[config.mk]
export PLATFORM = sky130hd
export DESIGN_NAME = memory_bank_client
export DESIGN_NICKNAME = d
export VERILOG_FILES = /design/src/rtl/memory_bank_client.sv
export SDC_FILE = /design/constraint.sdc
export NUM_CORES = 1
export LEC_CHECK = 0
export CORE_ASPECT_RATIO = 0.6
export CORE_MARGIN = 4
export CORE_UTILIZATION = 37
export CTS_BUF_LIST = sky130_fd_sc_hd__clkbuf_4 sky130_fd_sc_hd__clkbuf_8 sky130_fd_sc_hd__clkbuf_16
export DETAILED_ROUTE_END_ITERATION = 12
export DONT_BUFFER_PORTS = 1
export SETUP_SLACK_MARGIN = 0.5
export SLEW_MARGIN = 20
export SYNTH_ARGS = -nofsm -noshare
export SYNTH_HDL_FRONTEND = slang
export SYNTH_SLANG_ARGS = --single-unit
export TNS_END_PERCENT = 10
[constraint.sdc]
create_clock -name clk_i -period 3.07 [get_ports clk_i]
set_input_delay 0.614 -clock clk_i [delete_from_list [all_inputs] [get_ports clk_i]]
set_output_delay 0.614 -clock clk_i [all_outputs]
set_load 0.02 [all_outputs]
[src/rtl/memory_bank_client.sv]
// Input-port-side shared-VC client of the per-bank memory allocators.
// Hands out shared VCs from banks granted to this port and ready, tracks per-VC occupancy and
// lifecycle, and reports per-VC allocated/empty status back to the bank allocators.
module memory_bank_client #(
  parameter int unsigned NumBanks      = 5,
  parameter int unsigned NumVcsPerBank = 2,
  parameter int unsigned BufferDepth   = 8,
  parameter int unsigned VcIdxWidth    = 4
) (
  input  logic                              clk_i,
  input  logic                              rst_ni,
  input  logic [NumBanks-1:0]               memory_bank_grant_i,
  input  logic [NumBanks-1:0]               ready_for_allocation_i,
  input  logic                              alloc_req_i,
  output logic                              alloc_gnt_o,
  output logic [VcIdxWidth-1:0]             alloc_vc_o,
  input  logic                              flit_wr_i,
  input  logic [VcIdxWidth-1:0]             flit_wr_vc_i,
  input  logic                              flit_wr_tail_i,
  input  logic                              flit_rd_i,
  input  logic [VcIdxWidth-1:0]             flit_rd_vc_i,
  output logic [NumBanks*NumVcsPerBank-1:0] allocated_shared_ivc_o,
  output logic [NumBanks*NumVcsPerBank-1:0] shared_ivc_empty_o,
  output logic                              err_overflow_o,
  output logic                              err_underflow_o,
  output logic                              err_protocol_o
);

  localparam int unsigned NumVcs = NumBanks * NumVcsPerBank;
  localparam int unsigned OccW   = $clog2(BufferDepth + 1);
  localparam logic [OccW-1:0]       OccFull   = OccW'(BufferDepth);
  localparam logic [VcIdxWidth:0]   NumVcsIdx = (VcIdxWidth + 1)'(NumVcs);

  typedef enum logic [1:0] {StIdle, StActive, StClosing} vc_state_e;

  vc_state_e       state_q [NumVcs];
  vc_state_e       state_d [NumVcs];
  logic [OccW-1:0] occ_q   [NumVcs];
  logic [OccW-1:0] occ_d   [NumVcs];

  logic [NumBanks-1:0] grant_q;
  logic                err_ovf_q, err_ovf_d;
  logic                err_unf_q, err_unf_d;
  logic                err_prot_q, err_prot_d;

  logic [NumVcs-1:0]   wr_sel, rd_sel, wr_ok, rd_ok;
  logic [NumVcs-1:0]   ovf_hit, unf_hit, prot_wr_hit;
  logic                wr_oob, rd_oob;
  logic [NumVcs-1:0]   eligible;
  logic                found;
  logic [VcIdxWidth-1:0] pick_vc;
  logic [NumBanks-1:0] bank_busy;
  logic [NumBanks-1:0] grant_drop_err;

  // Decode the write/read ports into per-VC accept and error hits.
  always_comb begin
    wr_sel      = '0;
    rd_sel      = '0;
    wr_ok       = '0;
    rd_ok       = '0;
    ovf_hit     = '0;
    unf_hit     = '0;
    prot_wr_hit = '0;
    wr_oob      = flit_wr_i && ({1'b0, flit_wr_vc_i} >= NumVcsIdx);
    rd_oob      = flit_rd_i && ({1'b0, flit_rd_vc_i} >= NumVcsIdx);
    for (int v = 0; v < NumVcs; v++) begin
      wr_sel[v] = flit_wr_i && (flit_wr_vc_i == VcIdxWidth'(v));
      rd_sel[v] = flit_rd_i && (flit_rd_vc_i == VcIdxWidth'(v));
      // No bypass: a read of an empty VC fails even if a write lands the same cycle.
      unf_hit[v] = rd_sel[v] && (occ_q[v] == '0);
      rd_ok[v]   = rd_sel[v] && (occ_q[v] != '0);
      prot_wr_hit[v] = wr_sel[v] && (state_q[v] != StActive);
      // A full VC still takes a write when a read frees a slot in the same cycle.
      ovf_hit[v] = wr_sel[v] && (state_q[v] == StActive) && (occ_q[v] == OccFull) && !rd_ok[v];
      wr_ok[v]   = wr_sel[v] && (state_q[v] == StActive) && !ovf_hit[v];
    end
  end

  // Eligibility and fixed-priority pick of the lowest eligible VC.
  always_comb begin
    eligible = '0;
    found    = 1'b0;
    pick_vc  = '0;
    for (int v = 0; v < NumVcs; v++) begin
      eligible[v] = (state_q[v] == StIdle) && memory_bank_grant_i[v / NumVcsPerBank]
                    && ready_for_allocation_i[v / NumVcsPerBank];
    end
    for (int v = NumVcs - 1; v >= 0; v--) begin
      if (eligible[v]) begin
        found   = 1'b1;
        pick_vc = VcIdxWidth'(v);
      end
    end
  end

  assign alloc_gnt_o = alloc_req_i && found;
  assign alloc_vc_o  = alloc_gnt_o ? pick_vc : '0;

  // A bank is busy while any of its VCs is in use or holds flits; losing its grant then is an error.
  always_comb begin
    bank_busy = '0;
    for (int v = 0; v < NumVcs; v++) begin
      if ((state_q[v] != StIdle) || (occ_q[v] != '0)) begin
        bank_busy[v / NumVcsPerBank] = 1'b1;
      end
    end
    grant_drop_err = grant_q & ~memory_bank_grant_i & bank_busy;
  end

  // Per-VC occupancy and lifecycle next state.
  always_comb begin
    for (int v = 0; v < NumVcs; v++) begin
      occ_d[v]   = occ_q[v];
      state_d[v] = state_q[v];
      if (wr_ok[v] && !rd_ok[v]) begin
        occ_d[v] = occ_q[v] + OccW'(1);
      end else if (rd_ok[v] && !wr_ok[v]) begin
        occ_d[v] = occ_q[v] - OccW'(1);
      end
      case (state_q[v])
        StIdle: begin
          if (alloc_gnt_o && (pick_vc == VcIdxWidth'(v))) begin
            state_d[v] = StActive;
          end
        end
        StActive: begin
          if (wr_ok[v] && flit_wr_tail_i) begin
            state_d[v] = (occ_d[v] == '0) ? StIdle : StClosing;
          end
        end
        StClosing: begin
          if (occ_d[v] == '0) begin
            state_d[v] = StIdle;
          end
        end
        default: state_d[v] = StIdle;
      endcase
    end
  end

  // Sticky error flags; only reset clears them.
  always_comb begin
    err_ovf_d  = err_ovf_q | (|ovf_hit);
    err_unf_d  = err_unf_q | (|unf_hit);
    err_prot_d = err_prot_q | (|prot_wr_hit) | wr_oob | rd_oob | (|grant_drop_err);
  end

  // State registers.
  always_ff @(posedge clk_i or negedge rst_ni) begin
    if (!rst_ni) begin
      for (int v = 0; v < NumVcs; v++) begin
        state_q[v] <= StIdle;
        occ_q[v]   <= '0;
      end
      grant_q    <= '0;
      err_ovf_q  <= 1'b0;
      err_unf_q  <= 1'b0;
      err_prot_q <= 1'b0;
    end else begin
      for (int v = 0; v < NumVcs; v++) begin
        state_q[v] <= state_d[v];
        occ_q[v]   <= occ_d[v];
      end
      grant_q    <= memory_bank_grant_i;
      err_ovf_q  <= err_ovf_d;
      err_unf_q  <= err_unf_d;
      err_prot_q <= err_prot_d;
    end
  end

  // Status outputs derived from registered state.
  always_comb begin
    for (int v = 0; v < NumVcs; v++) begin
      allocated_shared_ivc_o[v] = (state_q[v] != StIdle);
      shared_ivc_empty_o[v]     = (occ_q[v] == '0);
    end
  end

  assign err_overflow_o  = err_ovf_q;
  assign err_underflow_o = err_unf_q;
  assign err_protocol_o  = err_prot_q;

endmodule
==> run_summary.xml <==
<?xml version="1.0" encoding="UTF-8"?>
<metrics>
  <group name="floorplanning">
    <metric name="fp.coreArea" unit="mm^2">0.0131</metric>
    <metric name="die-area" unit="mm^2">0.0156</metric>
    <metric name="std_cell_rows" unit="">32</metric>
    <metric name="initial_utilization" unit="">0.385</metric>
    <metric name="io_pins" unit="">52</metric>
    <metric name="die_w" unit="um">159</metric>
    <metric name="die_height" unit="um">98.5</metric>
  </group>
  <group name="pwr">
    <metric name="power.density" unit="mW/mm^2">873</metric>
    <metric name="peakVddDrop" unit="mV">0.414</metric>
    <metric name="leakagePower" unit="nW">2.46</metric>
  </group>
  <group name="flow_run">
    <metric name="cap_viol_max_count" unit="">0</metric>
  </group>
  <group name="timing">
    <metric name="timing.final.hold_violations" unit="">0</metric>
    <metric name="period_share" unit="">0.893</metric>
    <metric name="finalWorstPathRequiredPeriod" unit="ns">2.74</metric>
    <metric name="slew_headroom" unit="">0.480</metric>
    <metric name="grt_setup_unrepaired" unit="">true</metric>
    <metric name="max_slew_violation_count" unit="">0</metric>
    <metric name="setup_viol_count_final" unit="">0</metric>
    <metric name="clock.fmax" unit="GHz">0.365</metric>
    <metric name="tns" unit="ns">0</metric>
    <metric name="finalWorstSetupSlack" unit="ns">0.328</metric>
    <metric name="fin_worst_skew" unit="ns">0.00442</metric>
    <metric name="tightest_slew" unit="ns">0.773</metric>
  </group>
  <group name="layout">
    <metric name="share_of_cells_above_drive_strength_1" unit="">0.105</metric>
    <metric name="multiInputGateArea" unit="mm^2">0.00313</metric>
    <metric name="ff_latch_area" unit="mm^2">0.00170</metric>
    <metric name="diodes" unit="">0</metric>
    <metric name="final_common_cell" unit="">sky130_fd_sc_hd__dfrtp_1</metric>
    <metric name="nNetsFinal" unit="">665</metric>
    <metric name="layout_overhead_on_the_synthesized_area" unit="%">15.2</metric>
    <metric name="fill_cells" unit="">1272</metric>
    <metric name="layout.cells.most_common_list" unit="">sky130_fd_sc_hd__dfrtp_1 (68), sky130_fd_sc_hd__inv_1 (50), sky130_fd_sc_hd__nand2_1 (47), sky130_fd_sc_hd__nor2_1 (45), sky130_fd_sc_hd__nand3_1 (30)</metric>
  </group>
  <group name="cts">
    <metric name="cts_root_buffer" unit="">sky130_fd_sc_hd__clkbuf_16</metric>
    <metric name="htreeDepth" unit="">3</metric>
    <metric name="ctsLongestPathBuffers" unit="">2</metric>
    <metric name="cts_made_buffers" unit="">9</metric>
    <metric name="clkSinkCount" unit="">68</metric>
    <metric name="clk_pin_slew" unit="ns">0.06</metric>
    <metric name="tritoncts_clock_tree" unit="">done</metric>
    <metric name="clock_latency" unit="ns">0.34</metric>
  </group>
  <group name="yosys">
    <metric name="ff_latch_count_synth" unit="">68</metric>
    <metric name="synth_warnings" unit="">0</metric>
    <metric name="seq_area_frac_synth" unit="">0.337</metric>
    <metric name="synth_async_sr_flop_share" unit="">1.00</metric>
    <metric name="gate_count_after_technology_mapping" unit="">599</metric>
    <metric name="synth.lib_cells_used.distinct" unit="">67</metric>
    <metric name="synth-main-ff-cell" unit="">sky130_fd_sc_hd__dfrtp_1</metric>
    <metric name="mappedNetlistArea" unit="mm^2">0.00504</metric>
    <metric name="synth.avg_cell_area" unit="um^2">8.42</metric>
    <metric name="synth-edff-count" unit="">0</metric>
    <metric name="synth_nets" unit="">643</metric>
  </group>
  <group name="global_routing">
    <metric name="global_route.usage.met2" unit="">0.285</metric>
    <metric name="grt_overflow_total" unit="">0</metric>
    <metric name="grt_pass1_wl" unit="mm">24.2</metric>
    <metric name="groute.layer.met3.usage" unit="">0.0531</metric>
    <metric name="initial_antenna_violation_count" unit="">0</metric>
    <metric name="met1_usage" unit="">0.286</metric>
    <metric name="global_route.usage.total" unit="">0.194</metric>
    <metric name="largest_net_degree_at_the_start_of_global_routing" unit="">69</metric>
    <metric name="grt-busiest-layer" unit="">met1</metric>
    <metric name="grt_pass1_vias" unit="">4483</metric>
  </group>
  <group name="worst_setup_path">
    <metric name="max_stage_delay" unit="ns">0.42</metric>
    <metric name="worstSetupStartpointType" unit="">flop</metric>
    <metric name="type_of_the_worst_setup_path" unit="">flop to output port</metric>
    <metric name="cp_max_fo" unit="">4</metric>
    <metric name="crit_buf_inv" unit="">0</metric>
    <metric name="critPathSlowestCell" unit="">sky130_fd_sc_hd__or2_2</metric>
    <metric name="critPathTopFamily" unit="">compound AO/OA/AOI/OAI gates</metric>
    <metric name="worst-path-stages" unit="">5</metric>
    <metric name="data_arrival_time_at_the_worst_slack_endpoint" unit="ns">2.13</metric>
    <metric name="reg2reg_depth" unit="">8</metric>
    <metric name="timing.critical_path.cells" unit="">or2_2, a21oi_2, nor2_1, a41oi_1, o221a_4</metric>
    <metric name="required" unit="ns">2.46</metric>
    <metric name="setup.worst_path.end_class" unit="">output port</metric>
  </group>
  <group name="status">
    <metric name="run_status" unit="">complete, no violations</metric>
  </group>
  <group name="detailed_routing">
    <metric name="post-route-drc-count" unit="">0</metric>
    <metric name="dr.pass1.iters" unit="">6</metric>
    <metric name="num_vias" unit="">4840</metric>
    <metric name="drc_violation_total_after_the_first_tritonroute_iteration" unit="">482</metric>
    <metric name="antenna_violating_nets_post_route" unit="">0</metric>
    <metric name="wl_per_cell" unit="um">19.2</metric>
    <metric name="viasPerCell" unit="">6.08</metric>
    <metric name="route.final.wire_length" unit="mm">15.3</metric>
  </group>
  <group name="placement">
    <metric name="buffer_ports.inserted" unit="">0</metric>
    <metric name="detailed_place_hpwl" unit="mm">11.9</metric>
    <metric name="gp_congestion" unit="">0.919</metric>
    <metric name="pre_cts_slack" unit="ns">0.315</metric>
  </group>
  <group name="min_path">
    <metric name="hold_class" unit="">primary input to async pin</metric>
  </group>
</metrics>
## final timing paths
check	endpoint	from	slack [ns]
setup / recovery	alloc_vc_o[0]	state_q[7]	0.33
hold / removal	occ_q[37]	rst_ni	0.13
setup reg to reg	err_protocol_o	occ_q[4]	0.54
hold reg to reg	state_q[18]	state_q[19]	0.48
max in group asynchronous	grant_q[1]	rst_ni	2.58
min in group clk_i	grant_q[0]	memory_bank_grant_i[0]	0.30
## cells by family (layout without fill, tap and decap cells)
kind of cell	after synthesis	after routing	share of synthesized area
adders and majority gates	20	20	0.0496
xor gates and xnor gates	25	25	0.0434
DFF	68	68	0.337
muxes	14	14	0.0285
buffers and inverters	67	94	0.0518
and+or+nand+nor	247	247	0.257
AOI/OAI and AO/OA	158	158	0.232
## final cells by class
type                            count  area share
Clock inverter                      6      0.0192
Tap cell                          170      0.0366
Inverter                           50      0.0323
Timing Repair Buffer               28      0.0396
Clock buffer                       10      0.0411
Multi-Input combinational cell    464       0.538
Sequential cell                    68       0.293
## synth_stat cells, types with 7 or more instances
library cell / count / area share
sky130_fd_sc_hd__dfrtp_1: 68 / 0.34
sky130_fd_sc_hd__inv_1: 50 / 0.037
sky130_fd_sc_hd__nand2_1: 47 / 0.035
sky130_fd_sc_hd__nor2_1: 45 / 0.033
sky130_fd_sc_hd__nand3_1: 30 / 0.030
sky130_fd_sc_hd__nand2b_1: 23 / 0.029
sky130_fd_sc_hd__o21ai_0: 21 / 0.021
sky130_fd_sc_hd__ha_1: 20 / 0.050
sky130_fd_sc_hd__nor3_1: 20 / 0.020
sky130_fd_sc_hd__xnor2_1: 17 / 0.030
sky130_fd_sc_hd__nor2b_1: 16 / 0.020
sky130_fd_sc_hd__a21oi_1: 14 / 0.014
sky130_fd_sc_hd__o22ai_1: 14 / 0.017
sky130_fd_sc_hd__clkbuf_1: 13 / 0.0097
sky130_fd_sc_hd__and3_1: 11 / 0.014
sky130_fd_sc_hd__mux2i_1: 11 / 0.022
sky130_fd_sc_hd__o211ai_1: 11 / 0.016
sky130_fd_sc_hd__a31oi_1: 10 / 0.012
sky130_fd_sc_hd__or3_1: 10 / 0.012
sky130_fd_sc_hd__o31a_1: 9 / 0.016
sky130_fd_sc_hd__or2_2: 8 / 0.0099
sky130_fd_sc_hd__or4_1: 8 / 0.012
sky130_fd_sc_hd__xor2_1: 8 / 0.014
sky130_fd_sc_hd__a311oi_1: 7 / 0.012
## worst register-to-register path: stages (launching register included)
cell and delay [ns]:
sky130_fd_sc_hd__dfrtp_1 0.44, sky130_fd_sc_hd__inv_1 0.12, sky130_fd_sc_hd__ha_1 0.20, sky130_fd_sc_hd__nor3b_1 0.41, sky130_fd_sc_hd__nand2_1 0.14, sky130_fd_sc_hd__o311a_1 0.31
sky130_fd_sc_hd__a31oi_1 0.22, sky130_fd_sc_hd__o2111ai_1 0.13, sky130_fd_sc_hd__or4_1 0.43
## routing by layer
layer	part of all wire	routed length (um)	vias up
li1	-	-	2274
met1	0.48	7300	2351
met2	0.42	6410	200
met3	0.091	1400	15
met4	0.013	204	0
met5	0	0	-
## power by group
group	switching, mW	internal [mW]
Clock	0.412	0.815
Sequential	0.425	1.21
Combinational	1.35	0.855
Total	2.19	2.88
## registers in the layout, indices dropped and copies added, names as in the netlist
name and count:
err_overflow_o 1, err_protocol_o 1, err_underflow_o 1, grant_q 5, occ_q 40, state_q 20
## timing repair
action,CTS,global route
endpoints found under the hold margin,68,0
pin swaps,4,0
buffers inserted,2,0
gates resized for setup,9,0
setup endpoints to repair,7,10
hold buffers,1,0
## metrics by stage
stage	hold WS, ns	total power [mW]	instances	util	cell area [um^2]
5_1_grt	0.155	5.41	796	0.444	5810
3_5_place_dp	0.321	3.74	777	0.410	5370
6_report	0.132	5.07	796	0.444	5810
2_1_floorplan	0.318	3.12	599	-	5040
3_3_place_gp	0.321	3.66	777	0.410	5370
4_1_cts	0.167	5.06	796	0.443	5810
Note: power is estimated with default switching activity, not from simulation.
